`config.mk`:
```
export PLATFORM = sky130hd
export DESIGN_NAME = regression_scheduler
export DESIGN_NICKNAME = d
export VERILOG_FILES = /design/src/rtl/regression_scheduler_pkg.sv /design/src/rtl/regression_scheduler_sample_counter.sv /design/src/rtl/regression_scheduler.sv
export SDC_FILE = /design/constraint.sdc
export NUM_CORES = 1
export LEC_CHECK = 0
export BUFFER_PORTS_ARGS = -buffer_cell sky130_fd_sc_hd__buf_2
export CAP_MARGIN = 20
export CORE_MARGIN = 2
export CORE_UTILIZATION = 43
export CTS_BUF_LIST = sky130_fd_sc_hd__clkbuf_16
export CTS_CLUSTER_DIAMETER = 80
export DETAILED_ROUTE_END_ITERATION = 12
export PLACE_DENSITY = 0.86
export REMOVE_ABC_BUFFERS = 1
export SYNTH_ARGS = -nofsm -noshare
export SYNTH_HDL_FRONTEND = slang
export SYNTH_SLANG_ARGS = --single-unit
```
`constraint.sdc`:
```
create_clock -name clk -period 1.6 [get_ports clk]
set_clock_uncertainty 0.15 [all_clocks]
set_input_delay 0.4 -clock clk [delete_from_list [all_inputs] [get_ports clk]]
set_output_delay 0.4 -clock clk [all_outputs]
set_load 0.05 [all_outputs]
```
`src/rtl/regression_scheduler_pkg.sv`:
```
// Shared types and default sizing for the least-squares regression sequencer.
// The state enum is the single source of truth for the scheduler's phase order.
package regression_scheduler_pkg;

    localparam int DEFAULT_N_SAMPLES = 150;
    localparam int DEFAULT_ADDR_W    = 8;
    localparam int DEFAULT_DATA_W    = 20;

    typedef enum logic [3:0] {
        IDLE,
        CLR,
        MEAN,
        MX,
        MY,
        TEMP,
        B1,
        B0,
        ERR,
        DRAIN
    } state_t;

endpackage

```
`src/rtl/regression_scheduler_sample_counter.sv`:
```
// Sample address counter shared by the mean, temp and error passes.
// Wraps to zero on an explicit compare against the last index, not on overflow.
module regression_scheduler_sample_counter #(
    parameter int ADDR_W = 8
) (
    input  logic              clk,
    input  logic              rst,
    input  logic              i_init,
    input  logic              i_en,
    input  logic [ADDR_W-1:0] i_last,
    output logic [ADDR_W-1:0] o_addr,
    output logic              o_tc
);

    logic [ADDR_W-1:0] r_addr;

    assign o_tc   = (r_addr == i_last);
    assign o_addr = r_addr;

    // NOTE: sequential state uses non-blocking assignments so every flop samples pre-edge values.
    always_ff @(posedge clk) begin
        if (rst || i_init) begin
            r_addr <= '0;
        end else if (i_en) begin
            r_addr <= o_tc ? '0 : r_addr + ADDR_W'(1);
        end
    end

endmodule

```
`src/rtl/regression_scheduler.sv`:
```
// Sequencer for the least-squares regression datapath: clear, mean, temp and
// coefficient phases, then a streamed error pass with valid/ready backpressure.
module regression_scheduler
    import regression_scheduler_pkg::*;
#(
    parameter int N_SAMPLES = DEFAULT_N_SAMPLES,
    parameter int ADDR_W    = DEFAULT_ADDR_W,
    parameter int DATA_W    = DEFAULT_DATA_W
) (
    input  logic              clk,
    input  logic              rst,
    input  logic              start,
    output logic              ready,
    output logic              done,
    output logic [ADDR_W-1:0] address,
    output logic              rst_means,
    output logic              rst_temps,
    output logic              rst_beta,
    output logic              mean_en,
    output logic              load_mean_x,
    output logic              load_mean_y,
    output logic              select_150,
    output logic              select_y,
    output logic              load_temps,
    output logic              load_beta1,
    output logic              load_beta0,
    output logic              error_en,
    input  logic [DATA_W-1:0] e_in,
    output logic              e_valid,
    output logic [DATA_W-1:0] e_data,
    output logic [ADDR_W-1:0] e_index,
    input  logic              e_ready
);

    localparam logic [ADDR_W-1:0] LAST_ADDR = ADDR_W'(N_SAMPLES - 1);

    state_t            r_state;
    state_t            w_next_state;

    logic              r_e_valid;
    logic [DATA_W-1:0] r_e_data;
    logic [ADDR_W-1:0] r_e_index;
    logic              r_done;

    logic              w_accept;
    logic              w_capture;
    logic              w_cnt_init;
    logic              w_cnt_en;
    logic              w_cnt_tc;
    logic [ADDR_W-1:0] w_address;

    // A held word frees its slot in the same cycle it is accepted.
    assign w_accept   = r_e_valid && e_ready;
    assign w_capture  = (r_state == ERR) && (!r_e_valid || e_ready);
    assign w_cnt_init = (r_state == CLR);
    assign w_cnt_en   = (r_state == MEAN) || (r_state == TEMP) || w_capture;

    regression_scheduler_sample_counter #(
        .ADDR_W (ADDR_W)
    ) u_sample_counter (
        .clk    (clk),
        .rst    (rst),
        .i_init (w_cnt_init),
        .i_en   (w_cnt_en),
        .i_last (LAST_ADDR),
        .o_addr (w_address),
        .o_tc   (w_cnt_tc)
    );

    always_ff @(posedge clk) begin
        if (rst) begin
            r_state <= IDLE;
        end else begin
            r_state <= w_next_state;
        end
    end

    // NOTE: every combinational output gets a default first, so no path can infer a latch.
    always_comb begin
        w_next_state = r_state;
        ready        = 1'b0;
        rst_means    = 1'b0;
        rst_temps    = 1'b0;
        rst_beta     = 1'b0;
        mean_en      = 1'b0;
        load_mean_x  = 1'b0;
        load_mean_y  = 1'b0;
        select_150   = 1'b0;
        select_y     = 1'b0;
        load_temps   = 1'b0;
        load_beta1   = 1'b0;
        load_beta0   = 1'b0;
        error_en     = 1'b0;

        case (r_state)
            IDLE: begin
                ready = 1'b1;
                if (start) begin
                    w_next_state = CLR;
                end
            end
            CLR: begin
                rst_means    = 1'b1;
                rst_temps    = 1'b1;
                rst_beta     = 1'b1;
                w_next_state = MEAN;
            end
            MEAN: begin
                mean_en = 1'b1;
                if (w_cnt_tc) begin
                    w_next_state = MX;
                end
            end
            MX: begin
                select_150   = 1'b1;
                load_mean_x  = 1'b1;
                w_next_state = MY;
            end
            MY: begin
                select_150   = 1'b1;
                select_y     = 1'b1;
                load_mean_y  = 1'b1;
                w_next_state = TEMP;
            end
            TEMP: begin
                load_temps = 1'b1;
                if (w_cnt_tc) begin
                    w_next_state = B1;
                end
            end
            B1: begin
                load_beta1   = 1'b1;
                w_next_state = B0;
            end
            B0: begin
                load_beta0   = 1'b1;
                w_next_state = ERR;
            end
            ERR: begin
                error_en = 1'b1;
                if (w_capture && w_cnt_tc) begin
                    w_next_state = DRAIN;
                end
            end
            DRAIN: begin
                error_en = 1'b1;
                if (w_accept) begin
                    w_next_state = IDLE;
                end
            end
            default: begin
                w_next_state = IDLE;
            end
        endcase
    end

    // Output slot: captured words stay frozen until the consumer takes them.
    always_ff @(posedge clk) begin
        if (rst) begin
            r_e_valid <= 1'b0;
            r_e_data  <= '0;
            r_e_index <= '0;
            r_done    <= 1'b0;
        end else begin
            r_done <= (r_state == DRAIN) && w_accept;
            if (w_capture) begin
                r_e_valid <= 1'b1;
                r_e_data  <= e_in;
                r_e_index <= w_address;
            end else if (w_accept) begin
                r_e_valid <= 1'b0;
            end
        end
    end

    assign address = w_address;
    assign e_valid = r_e_valid;
    assign e_data  = r_e_data;
    assign e_index = r_e_index;
    assign done    = r_done;

endmodule

```
==> impl_results.md, run 1 <==
- Outcome: complete, but fails checks
- Failing checks: negative setup slack
- Antenna violations before repair: 0
- Synth top area cells: dfxtp_1 47%, nand2_1 13%, a21oi_1 9.7%
- Switching share of total power: 34.9%
- Clk_lat worst skew: 280 ps
- Drt wl/cell: 16.0 um
- Period utilisation layout: 123%
- Via Count: 2029
- Global route overflow: 0
- Die height: 68.8 um
- Slew Limit Headroom: 69.9%
- First-pass GRT wire length: 8490 um
- H-tree Lvls: 2
- Clock buffer depth: 2
- Buffers on Ports: 74
- Clock power share: 29.8%
- Critical Setup Path Class: flip-flop to output pin
- Num rows: 23
- Initial DRC Count: 89
- Fin crit period: 1970 ps
- Synth Flop Type: dfxtp_1
- Cell-internal power: 0.00248 W
- Synthesized flop and latch total: 42
- Footprint of the multi-input gates: 1180 um^2
- Syn avg cell area: 8.11 um^2
- Seq/Total Area, Yosys: 46.5%
- Nets@finish: 351
- Share of cells above drive strength 1: 55.2%
- Final setup violation count: 51
- Die area: 4740 um^2
- RSZ-0062 raised after global routing: yes
- Required @ worst endpoint: 1050 ps
- Antenna diode count: 0
- Crit. End Element: output pin
- Gate power share: 39.4%
- Startpoint Class: flip-flop
- Hold WC Path Type: input pin to flip-flop
- Final ANT Viol Nets: 0
- Final WS setup: -367 ps
- Clock sink count: 42
- Post-DP HPWL: 3390 um
- Total Routed Length: 6000 um
- Critical Path AT: 1420 ps
- Slew Viols, Final: 0
- FF-to-FF setup slack: -290 ps
- Worst-path clk slew: 60 ps
- CTS tree: yes
- Vias in the first global route: 1790
- Worst hold slack: 204 ps
- Power share of the sequential group: 30.7%
- CTS buffer count: 5
- # DRC: 0
- Most frequent cells after synthesis: 63 x nand2_1, 42 x dfxtp_1, 35 x a21oi_1, 8 x nor2_1
- Yosys cell types: 39
- Dpl ws: -355 ps
- Maximum VDD drop: 1.47 mV
- Asr flop ratio synth: 0%
- Max-cap violations: 0
- Via density: 5.40
- Storage element area: 861 um^2
- Yosys warnings: 0
- Maximum achievable frequency: 0.508 GHz
- Last weighted congestion value of the routability-driven placer: 0.861
- Top Ports: 75
- Hold Fails Final Rpt: 0
- Area growth from synthesis to layout: 71.9%
- Most frequent cell after synthesis: nand2_1
- Synth area leader: dfxtp_1
- Die W: 68.8 um
- P_sw: 0.00133 W
- First-pass DRT Iterations: 4
- Syn Std Cell Area: 1810 um^2
- Crit Path Max Fanout: 6
- Post-synth EDFFs: 0
- Leakage power: 1.33 nW
- CTS root buffer: clkbuf_16
- Synth top area share: 46.5%
- Layout fillers: 256
- Core box area: 4030 um^2
- Worst-Margin Slew: 452 ps
- Cell Pwr Density: 1230 nW/um^2
- Largest net degree at the start of global routing: 31
- Starting Density: 44.9%
- Total track usage: 24.4%
- Cells after Synth: 223
## registers in the layout (all words and copies together), names as in the netlist
name / flops
e_data: 20
r_state: 4
e_index: 8
done: 1
e_valid: 1
u_sample_counter.o_addr: 8
## cell usage in the layout, fill, tap and decap left out, types with 2 or more instances in the layout
cell type and instances:
a21oi_1 14, a21oi_2 21, buf_12 2, buf_2 55, buf_4 31, buf_6 13, buf_8 7, clkbuf_16 5
clkbuf_4 3, dfxtp_1 34, dfxtp_2 4, dfxtp_4 4, inv_1 4, nand2_1 55, nand2_4 7, nand2b_1 3
nand3_1 3, nor2_1 4, nor2_2 2, nor2_4 3, nor2b_1 2, nor3_1 2, nor3_4 2, nor4b_4 2
o21ai_0 5, or2_4 2, or3_1 5, xor2_1 2
## critical path: stages (launching register included)
cell	delay (ps)
dfxtp_4	380
buf_6	140
buf_6	110
nor3_4	200
or2_4	160
buf_8	130
## power groups by stage
stage / clock network, W / logic (W) / registers (W)
after detailed placement: 0 / 0.000966 / 0.00115
final: 0.00114 / 0.00150 / 0.00117
after global routing: 0.00118 / 0.00157 / 0.00117
after global placement: 0 / 0.000951 / 0.00115
after floorplan: 0 / 0.000457 / 0.00121
after CTS: 0.00114 / 0.00135 / 0.00116
## metal layers
| layer | part of all wire [%] | global-route usage (%) | vias up |
|---|---|---|---|
| li1 | - | - | 966 |
| met4 | 2.2 | 10.3 | 0 |
| met3 | 5.8 | 4.71 | 16 |
| met2 | 53 | 45.8 | 89 |
| met1 | 39 | 26.5 | 958 |
| met5 | 0 | 0 | - |
## cell type report
class	instances	area share (%)
tap	50	2.01
timing repair buffer	111	26.4
multi-input combinational	162	38.1
clock buffer	5	4.03
sequential	42	27.7
clock inverter	3	1.33
inverter	3	0.362
## through the flow
step           power, W  std cells  TNS, ps  instance area, um^2  utilization [%]
2_1_floorplan   0.00167        207   -63930                 1720                -
3_3_place_gp    0.00210        361    -7680                 2410             59.7
3_5_place_dp    0.00212        361    -9890                 2410             59.7
4_1_cts         0.00364        374   -10510                 2910             72.2
5_1_grt         0.00392        376   -14850                 3110             77.1
6_report        0.00381        376   -12210                 3110             77.1
## worst paths after layout
kind / startpoint / cells after the start / endpoint
max: r_state[3] / 5 / select_150
min: e_in[1] / 3 / e_data[1]
max reg2reg: r_state[3] / 7 / e_data[17]
min reg2reg: e_data[11] / 2 / e_data[11]
## cells by family (layout without fill, tap and decap cells)
| group | count (synthesis) | count (layout) | share of synthesized area (%) |
|---|---|---|---|
| compound gates | 52 | 52 | 16.7 |
| flops | 42 | 42 | 46.5 |
| fa+ha+maj | 2 | 2 | 1.38 |
| buf+inv | 19 | 122 | 5.33 |
| simple gates | 106 | 106 | 29.1 |
| xor+xnor | 2 | 2 | 0.969 |
## repair_timing
item                       CTS  global route
setup endpoints to repair   52            57
resized for setup           80            47
pin swaps                   13            25
setup buffers                5             2
hold buffers                 0             0
Power figures use the tool's default switching activity.
==> inputs of run 2 (changes only) <==
--- a/config.mk
+++ b/config.mk
@@ -7,12 +7,15 @@
 export LEC_CHECK = 0
 export BUFFER_PORTS_ARGS = -buffer_cell sky130_fd_sc_hd__buf_2
 export CAP_MARGIN = 20
+export CELL_PAD_IN_SITES_DETAIL_PLACEMENT = 0
+export CELL_PAD_IN_SITES_GLOBAL_PLACEMENT = 2
+export CORE_ASPECT_RATIO = 0.9
 export CORE_MARGIN = 2
-export CORE_UTILIZATION = 43
+export CORE_UTILIZATION = 23
 export CTS_BUF_LIST = sky130_fd_sc_hd__clkbuf_16
 export CTS_CLUSTER_DIAMETER = 80
 export DETAILED_ROUTE_END_ITERATION = 12
-export PLACE_DENSITY = 0.86
+export PLACE_DENSITY = 0.84
 export REMOVE_ABC_BUFFERS = 1
 export SYNTH_ARGS = -nofsm -noshare
 export SYNTH_HDL_FRONTEND = slang
==> run 2 against run 1 <==
  * The run still ends with negative setup slack left
  * Sequential power is essentially flat
  * Die area grew 81%
  * Global-route usage shrank 13 points
  * Highest routed layer unchanged
==> impl_results.md, run 2 (synthesis gave the netlist of run 1 again) <==
- CTS buffer count: 5 (unchanged)
- Post-DP HPWL: 3520 um (+4.0%)
- Antenna violations before repair: 0 (unchanged)
- Drt wl/cell: 12.5 um (-21%)
- Worst-path clk slew: 60 ps (about the same)
- Global route overflow: 0 (unchanged)
- Critical Setup Path Class: flip-flop to output pin
- Final WS setup: -346 ps (+21.4 ps)
- Most common cell after layout, fill and taps aside: nand2_1
- Slowest stage delay, CP: 360 ps (-20 ps)
- First-pass GRT wire length: 8310 um (-2.1%)
- Maximum VDD drop: 0.864 mV (-41%)
- Nets@finish: 350 (-0.28%)
- Period utilisation layout: 122% (-1.3 points)
- Post-DP Area: 2470 um^2 (+2.6%)
- Initial DRC Count: 56 (-37%)
- Area growth from synthesis to layout: 69.1%
- Starting Density: 23.8% (-21 points)
- Required @ worst endpoint: 1050 ps (about the same)
- CTS root buffer: clkbuf_16
- Die area: 8590 um^2 (+81%)
- RSZ-0062 raised after global routing: yes
- Antenna diode count: 0 (unchanged)
- Worst-Margin Slew: 355 ps (-96.4 ps)
- Slew Limit Headroom: 76.3% (+6.4 points)
- Largest net degree at the start of global routing: 36 (+16%)
- Final setup violation count: 49 (-3.9%)
- FF-to-FF setup slack: -300 ps (about the same)
- Hold WC Path Type: input pin to flip-flop
- R2r endpoint: u_sample_counter.o_addr[5]
- R2R cell count: 5 (-2)
- Num rows: 30 (+30%)
- Worst R2R Start: r_state[0]
- Cell Pwr Density: 1170 nW/um^2 (-4.7%)
- Hold buffer count at CTS: 0 (unchanged)
- Die W: 97.5 um (+42%)
- Last weighted congestion value of the routability-driven placer: 0.776 (-9.9%)
- Crit. End Element: output pin
- First-pass DRT Iterations: 4 (unchanged)
- Crit-path cells: buf_6 -> nand2b_4 -> nor3_4 -> or2_4 -> buf_8
- Final ANT Viol Nets: 0 (unchanged)
- Fin crit period: 1950 ps (-21.4 ps)
- Outcome: complete, but fails checks
- H-tree Lvls: 2 (unchanged)
- Post-Layout Inst Area: 3060 um^2 (-1.6%)
- Maximum achievable frequency: 0.514 GHz (+1.1%)
- Clock sink count: 42 (unchanged)
- Crit Path Max Fanout: 6 (unchanged)
- Vias in the first global route: 1704 (-4.8%)
- Die height: 88.1 um (+28%)
- Top Ports: 75 (unchanged)
- Clock buffer depth: 2 (unchanged)
- CTS tree: yes
- Slew Viols, Final: 0 (unchanged)
- Via density: 4.44 (-18%)
- Share of cells above drive strength 1: 50.2% (-5.1 points)
- Most frequent cells in the layout: 62 x nand2_1, 54 x buf_2, 30 x dfxtp_1
- Core box area: 7580 um^2 (+88%)
- Total Routed Length: 5280 um (-12%)
- Leakage power: 1.21 nW (-9.0%)
- Buffers on Ports: 74 (unchanged)
- Max-cap violations: 0 (unchanged)
- Dpl ws: -320 ps (+35.5 ps)
- Total track usage: 11.9% (-13 points)
- Critical Path AT: 1400 ps (-20 ps)
- # DRC: 0 (unchanged)
- Via Count: 1871 (-7.8%)
- Setup crit start: r_state[3]
- Clk_lat worst skew: 280 ps (about the same)
- Hold path start: e_in[6]
- Max reg flops: 20 (unchanged)
- Startpoint Class: flip-flop
- Worst hold slack: 202 ps (-1.82 ps)
- Hold Fails Final Rpt: 0 (unchanged)
- Worst path slowest cell: dfxtp_4
- Failing checks: negative setup slack
- Setup_tns: -10530 ps (+1680 ps)
- Worst Setup EP: select_150
## run 2: changes by cell type in the layout (fill, tap and decap cells not counted), moves of 3 or more
cell     change
a21oi_2     -12
a21oi_1     +12
dfxtp_2      +3
nand2_1      +7
nand2_4      -7
dfxtp_1      -4
## run 2: worst min path at each step
| stage | depth (start not counted) | to | slack, ps |
|---|---|---|---|
| floorplan | 1 | e_data[0] | 320 |
| global placement | 2 | e_data[17] | 290 |
| detailed placement | 2 | e_data[4] | 290 |
| CTS | 3 | e_data[19] | 190 |
| global route | 3 | e_data[5] | 200 |
| finish | 3 | e_data[6] | 200 |
## run 2: what timing repair did
item                                    in CTS  in global routing
buffers inserted                             3                  4
gates resized for setup                     73                 34
hold endpoints to repair                     0                  0
endpoints found under the setup margin      55                 54
pin swaps                                    7                  7
## run 2: metal layers
| metal | up-vias | track usage [%] | wire length (um) |
|---|---|---|---|
| li1 | 963 | - | - |
| met1 | 859 | 16.4 | 2580 |
| met2 | 47 | 18.2 | 2380 |
| met3 | 2 | 3.27 | 281 |
| met4 | 0 | 3.91 | 40 |
| met5 | - | 0 | 0 |
## run 2: cell type report
cell class                      instances  area (um^2)
Inverter                                3         11.3
Timing Repair Buffer                  110          841
Tap cell                               96          120
Clock buffer                            5          125
Clock inverter                          3         21.3
Fill cell                             764         4520
Multi-Input combinational cell        162         1070
Sequential cell                        42          868
## run 2: stage by stage
stage | instances | utilization (%) | power, W
floorplan | 207 | - | 0.00167
global placement | 406 | 32.6 | 0.00216
detailed placement | 406 | 32.6 | 0.00217
CTS | 417 | 38.3 | 0.00351
global route | 421 | 40.3 | 0.00375
finish | 421 | 40.3 | 0.00358
## run 2: worst max-delay path: cells and delay by family, from the launching register on
kind                   cells  cell delay (ps)
and+or+nand+nor            3              480
DFF                        1              360
buffers and inverters      2              270
## run 2: power breakdown
group	internal [W]	switching [W]	leakage, nW
logic	0.000642	0.000801	0.797
clock network	0.000577	0.000406	0.0698
registers	0.00109	0.0000563	0.346
total	0.00231	0.00126	1.21
